**src/rtl/alu_seq.sv**
```systemverilog
// Sequencer that drives an external 4-bit adder/ALU to run accumulator commands.
// Latency 1/2/3 cycles (LOAD,CLR,illegal / ADD,INC,DEC / SUB), ready only in IDLE.
module alu_seq (
    input  logic       clk,
    input  logic       rst_n,
    input  logic       cmd_valid,
    output logic       cmd_ready,
    input  logic [2:0] cmd,
    input  logic [3:0] operand,
    output logic       res_valid,
    output logic [3:0] acc,
    output logic       carry,
    output logic       zero,
    output logic       err,
    output logic       c1,
    output logic       c2,
    output logic [3:0] ia,
    output logic [3:0] ib,
    input  logic [3:0] sum,
    input  logic       cout
);

    typedef enum logic [1:0] {IDLE, EXEC1, EXEC2, DONE} state_t;

    localparam logic [2:0] CMD_LOAD = 3'b000;
    localparam logic [2:0] CMD_ADD  = 3'b001;
    localparam logic [2:0] CMD_SUB  = 3'b010;
    localparam logic [2:0] CMD_INC  = 3'b011;
    localparam logic [2:0] CMD_DEC  = 3'b100;
    localparam logic [2:0] CMD_CLR  = 3'b101;

    state_t     state;
    logic [2:0] cmd_q;
    logic [3:0] opnd_q;
    logic [1:0] op_sel;

    assign cmd_ready = (state == IDLE);
    assign ia        = opnd_q;
    assign ib        = acc;
    assign c1        = op_sel[1];
    assign c2        = op_sel[0];

    // SUB is ~operand + acc followed by an increment: acc + ~operand + 1.
    always_comb begin
        op_sel = 2'b00;
        if (state == EXEC1) begin
            case (cmd_q)
                CMD_SUB: op_sel = 2'b01;
                CMD_INC: op_sel = 2'b10;
                CMD_DEC: op_sel = 2'b11;
                default: op_sel = 2'b00;
            endcase
        end else if (state == EXEC2) begin
            op_sel = 2'b10;
        end
    end

    always_ff @(posedge clk or negedge rst_n) begin
        if (!rst_n) begin
            state     <= IDLE;
            cmd_q     <= 3'b000;
            opnd_q    <= 4'h0;
            acc       <= 4'h0;
            carry     <= 1'b0;
            zero      <= 1'b1;
            err       <= 1'b0;
            res_valid <= 1'b0;
        end else begin
            res_valid <= 1'b0;
            case (state)
                IDLE: begin
                    if (cmd_valid) begin
                        cmd_q  <= cmd;
                        opnd_q <= operand;
                        err    <= 1'b0;
                        case (cmd)
                            CMD_LOAD: begin
                                acc       <= operand;
                                carry     <= 1'b0;
                                zero      <= (operand == 4'h0);
                                state     <= DONE;
                                res_valid <= 1'b1;
                            end
                            CMD_CLR: begin
                                acc       <= 4'h0;
                                carry     <= 1'b0;
                                zero      <= 1'b1;
                                state     <= DONE;
                                res_valid <= 1'b1;
                            end
                            CMD_ADD, CMD_SUB, CMD_INC, CMD_DEC: begin
                                state <= EXEC1;
                            end
                            default: begin
                                err       <= 1'b1;
                                state     <= DONE;
                                res_valid <= 1'b1;
                            end
                        endcase
                    end
                end
                EXEC1: begin
                    acc   <= sum;
                    carry <= cout;
                    zero  <= (sum == 4'h0);
                    if (cmd_q == CMD_SUB) begin
                        state <= EXEC2;
                    end else begin
                        state     <= DONE;
                        res_valid <= 1'b1;
                    end
                end
                EXEC2: begin
                    acc       <= sum;
                    carry     <= carry | cout;
                    zero      <= (sum == 4'h0);
                    state     <= DONE;
                    res_valid <= 1'b1;
                end
                DONE: begin
                    state <= IDLE;
                end
                default: begin
                    state <= IDLE;
                end
            endcase
        end
    end

endmodule

```
**config.mk**
```make
export PLATFORM = sky130hd
export DESIGN_NAME = alu_seq
export DESIGN_NICKNAME = d
export VERILOG_FILES = /design/src/rtl/alu_seq.sv
export SDC_FILE = /design/constraint.sdc
export NUM_CORES = 1
export LEC_CHECK = 0
export CAP_MARGIN = 5
export CORE_MARGIN = 2
export CORE_UTILIZATION = 43
export CTS_CLUSTER_SIZE = 24
export DETAILED_ROUTE_END_ITERATION = 10
export PLACE_DENSITY_LB_ADDON = 0.05
export SKIP_CTS_REPAIR_TIMING = 1
export SLEW_MARGIN = 20
export SYNTH_ARGS = -nofsm -noshare
export SYNTH_HDL_FRONTEND = slang
export SYNTH_SLANG_ARGS = --single-unit
```
**constraint.sdc**
```tcl
create_clock -name clk -period 1.59 [get_ports clk]
set_input_delay 0.318 -clock clk [delete_from_list [all_inputs] [get_ports clk]]
set_output_delay 0.318 -clock clk [all_outputs]
set_load 0.02 [all_outputs]
```
## Word level (Yosys, flattened, before mapping)

Cells that the tools add are included.

- Word-level logic and storage cells: 57
- Register bits: 17
- Input bits: 15
- Output and inout port bits: 19

- Reductions and logical operators: 13
- Bitwise operators: 1
- Muxes and demuxes: 21
- Eq/ne operators: 14

Operator list:

| cell | number |
|---|---|
| 4-bit one-hot mux with 2 select lines | 2 |
| 3-bit by 2-bit equality test with 1-bit output (second input constant) | 4 |
| 3-bit equality test (second input constant) | 3 |
| 4-bit zero test | 2 |
| 1-bit 2-to-1 mux | 8 |
| 2-bit 2-to-1 mux | 4 |
| 2-bit one-hot mux with 4 select lines | 1 |
| 1-bit one-hot mux with 3 select lines | 2 |
| 2-bit one-hot mux with 3 select lines | 1 |
| 3-bit AND reduction | 2 |
| 6-bit OR reduction | 1 |
| 2-bit equality test (second input constant) | 2 |
| 4-bit 2-to-1 mux | 1 |
| 2-bit inequality test (second input constant) | 2 |
| 1-bit one-hot mux with 2 select lines | 2 |
| 2-bit OR reduction | 2 |
| 4-bit OR reduction | 1 |
| 3-bit by 1-bit equality test with 1-bit output (second input constant) | 1 |
| 3-bit zero test | 1 |
| 3-bit by 1-bit inequality test with 1-bit output (second input constant) | 1 |
| 3-bit nonzero test | 1 |
| 2-bit by 1-bit equality test with 1-bit output (second input constant) | 1 |
| 2-bit zero test | 1 |
| 2-bit AND reduction | 1 |
| 2 further kinds | 2 |

## Longest topological paths before layout

- Depth in word-level cells: 5
- Depth in mapped cells: 8
- Mapped depth without buffers: 6

## Worst setup path after synthesis

OpenSTA, ideal clock, no wires.

- Path kind: register to register
- Start point: register state[0]
- End point: register cmd_q[0]
- Arrival: 1458 ps
- Data required time: 1465 ps
- Stages on the path, launching flop included: 6
- Path slack: 7 ps
- Buffers on the path: 1
- Period minus slack after synthesis: 1583 ps
- Path through: dfrtp_1 > inv_1 > ha_1 > buf_2 > nand2_1 > mux2_2

- Longest elaborated chain between the ends: 2

RTL lines:

| what | line | text |
|---|---|---|
| start, declared | 32 | `state_t state;` |
| start signal, assigned | 60 | `state <= IDLE;` |
| start signal, assigned | 81 | `state <= DONE;` |
| start signal, assigned | 88 | `state <= DONE;` |
| 2-bit zero test | n/a |  |
| named net cmd_ready | 7 | `output logic cmd_ready,` |
| 2-bit AND reduction (no line) | n/a |  |
| end signal, assigned | 73 | `cmd_q <= cmd;` |
| end, declared | 33 | `logic [2:0] cmd_q;` |

The timed path passes the listed nets, and every way through them passes these cells.
A chain may end at the register's enable or synchronous reset.

## Worst setup path after layout

- Start point: register cmd_q[2]
- End point: output c1

- Longest elaborated chain between the ends: 3
- Elaborated cells on any way between the ends: 5
- Classes of those cells: eq/ne: 3; mux: 2

RTL lines:

| what | line | text |
|---|---|---|
| 3-bit equality test / 3-bit by 2-bit equality test with 1-bit output (equally long branches) | 47 | `case (cmd_q)` |
| 2-bit one-hot mux with 3 select lines (*) | 47 |  |
| 2-bit 2-to-1 mux (*) | 46 | `if (state == EXEC1) begin` |
| end, declared | 15 | `output logic c1,` |

Mark *: on every way between the ends. The rest lies on a longest branch, timed or not.

==> reports/metrics.csv <==
stage,metric,value,unit
sta,RSZ-0062 raised after global routing,true,
global_routing,first-pass GRT wire length,3440,um
setup_path,Crit. End Element,output port,
setup_path,Critical Path AT,1.40,ns
power,pwr dens,2140,nW/um^2
route,WL/cell,13.7,um
clocking,clock sinks,17,
synth,post-synthesis register bit count,17,
place,DP Worst Slack,-0.356,ns
place,Port Buf Inserts,33,
synth,"EDFF count, synth",0,
run_status,outcome,"complete, but fails checks",
sta,worst-margin pin slew,0.278,ns
setup_path,Setup crit start kind,register,
place,Final Wtd Congestion,0.819,
route,final antenna-violating net count,0,
synth,syn_nets,106,
route,met1 wire length,950,um
global_routing,Tot GR Track Use,17.8,%
cells_and_area,Multi-input gate area,478,sq um
route,met2 WL,1220,um
place,placed cells,157,
sta,Final setup viols,2,
synth,area share of the largest cell type after synthesis,43.5,%
setup_path,cell family with most CP delay,flip-flops,
power,Static Leakage,0.836,nW
route,residual DRC count,0,
sta,fmax,581,MHz
cells_and_area,Inserted Diodes,0,
route,metal3 WL,81,um
setup_path,"slowest stage delay, CP",0.41,ns
global_routing,gr ovfl total,0,
floorplan,Die Span Y,50.2,um
route,vias per cell,5.01,
floorplan,die area,2520,sq um
run_status,violated checks,setup timing,
flow_run,Max Cap Viol,0,
cells_and_area,fill count,134,
route,DR vias,831,
synth,Synth top cells by count,"16 x dfrtp_1, 9 x nand2_1, 8 x mux2_2",
sta,Rel. slew slack,81.3,%
floorplan,Core ar.,1980,sq um
cells_and_area,sequential cell area,427,sq um
route,DR top layer,met4,
setup_path,critical path class,register to output port,
clocking,clk buf depth,2,
floorplan,FP Rows,16,
synth,Post-synth ARST share,100,%
floorplan,initial core utilization,46.4,%
setup_path,CP Buf/Inv Count,1,
synth,average size of a mapped cell,10.6,sq um
setup_path,slowest CP cell,dfrtp_1,
setup_path,worst path required time,1.27,ns
setup_path,worst-path fanout max,5,
power,Peak VDD IR,1440,uV
sta,clock skew,0.00623,ns
synth,post-synthesis sequential area ratio,46.4,%
clocking,clk slew on worst S/H paths,0.11,ns
cells_and_area,layout cells sized above 1,36.7,%
synth,Yosys top cell by area,dfrtp_1,
clocking,CTS tree,built,
power,total design power,3.22,mW
clocking,CTS Root Cell,clkbuf_4,
clocking,H-tree levels,1,
sta,worst setup margin,-0.130,ns
floorplan,# IOs,34,
setup_path,CP Cell Sequence,or3b_4 > a31oi_1 > buf_2,
synth,mapped cell area,920,sq um
sta,endpoints failing hold,0,
synth,Gate Count Post-Synth,87,
sta,final cycle utilization of the critical path,108,%
clocking,clk_lat worst skew,0.29,ns
clocking,CTS Buf Count,3,
synth,synth top area cells,"dfrtp_1 44%, mux2_2 9.8%, ha_1 5.4%, nand2_1 3.7%, o21ai_0 3.3%",
cells_and_area,Post-Layout Cell Count,166,
min_path,Worst Hold Class,input pin to asynchronous set/reset pin,
sta,fin crit period,1.72,ns
cells_and_area,P&R area growth vs syn,63.8,%
synth,most frequent cell after synthesis,dfrtp_1,
cells_and_area,Nets,159,
synth,Synth Warn #,0,
route,final wirelength,2280,um
floorplan,die width,50.2,um
route,DR iter-0 viols,4,
route,1st-pass router iterations,3,
global_routing,initial antenna violation count,0,
global_routing,largest net degree at the start of global routing,18,
place,final HPWL from detailed placement,1640,um
synth,"Primary FF master, synth",dfrtp_1,
sta,Final Max Slew Viols,0,
synth,post-synthesis cell type count,28,
global_routing,vias in the first global route,811,
[flip-flops by register name, indices dropped and copies added (netlist names)]
signal / count
ia: 4
zero: 1
acc: 4
err: 1
carry: 1
state: 2
cmd_q: 3
res_valid: 1
[kinds of logic after synthesis]
family,synth area share [%]
simple gates,13.9
buf+inv,5.99
flops,46.4
compound gates,12.9
xor+xnor,2.86
fa+ha+maj,5.44
mux,12.5
[cell usage in the layout, fill, tap and decap left out, types with 4 or more instances in the layout]
master / instances
clkdlybuf4s50_1: 15
a22oi_1: 4
buf_4: 19
mux2_2: 8
nand2_1: 6
dfrtp_1: 16
dlymetal6s2s_1: 15
nor2_1: 4
[final timing paths]
kind / slack, ns / to / start / cells past startpoint
min: 0.35 / acc[2] / rst_n / 2
min reg2reg: 0.49 / zero / zero / 2
max: -0.13 / c1 / cmd_q[2] / 3
max reg2reg: 0.08 / acc[1] / state[1] / 6
max in group asynchronous: 0.99 / zero / rst_n / 2
min in group clk: 0.49 / zero / zero / 2
[power by group]
part           internal, mW  switching, mW  leakage, nW
clock network        0.0934          0.140       0.0177
registers             0.655          0.129        0.205
logic                  1.16           1.04        0.613
total                  1.91           1.31        0.836
[cell type report]
cell class | instances | share of cell area (%)
timing repair buffer | 55 | 35.1
multi-input combinational | 60 | 31.7
sequential | 17 | 28.3
tap | 27 | 2.24
clock buffer | 3 | 1.50
inverter | 3 | 0.748
clock inverter | 1 | 0.332
[per-layer routing]
layer,GRT usage [%],vias up
met2,31.8,17
met1,21.5,402
li1,-,408
met4,5.56,0
met3,3.27,4
met5,0,-
[stage by stage]
stage,setup TNS (ns),util (%),instance area (sq um),hold WS [ns]
after floorplan,0,-,920,0.0224
after global placement,-1.96,69.0,1370,0.473
after detailed placement,-2.33,69.0,1370,0.480
after CTS,-3.53,70.4,1400,0.347
after global routing,-0.391,76.0,1510,0.346
final,-0.204,76.0,1510,0.347
[worst register-to-register path, cell delays in order, from the launching register on]
cell	delay, ns
dfrtp_1	0.40
buf_4	0.15
ha_1	0.20
nor3b_1	0.24
a21oi_2	0.11
buf_2	0.17
o21ai_0	0.19
No activity file was read; power rests on OpenSTA's default activity.
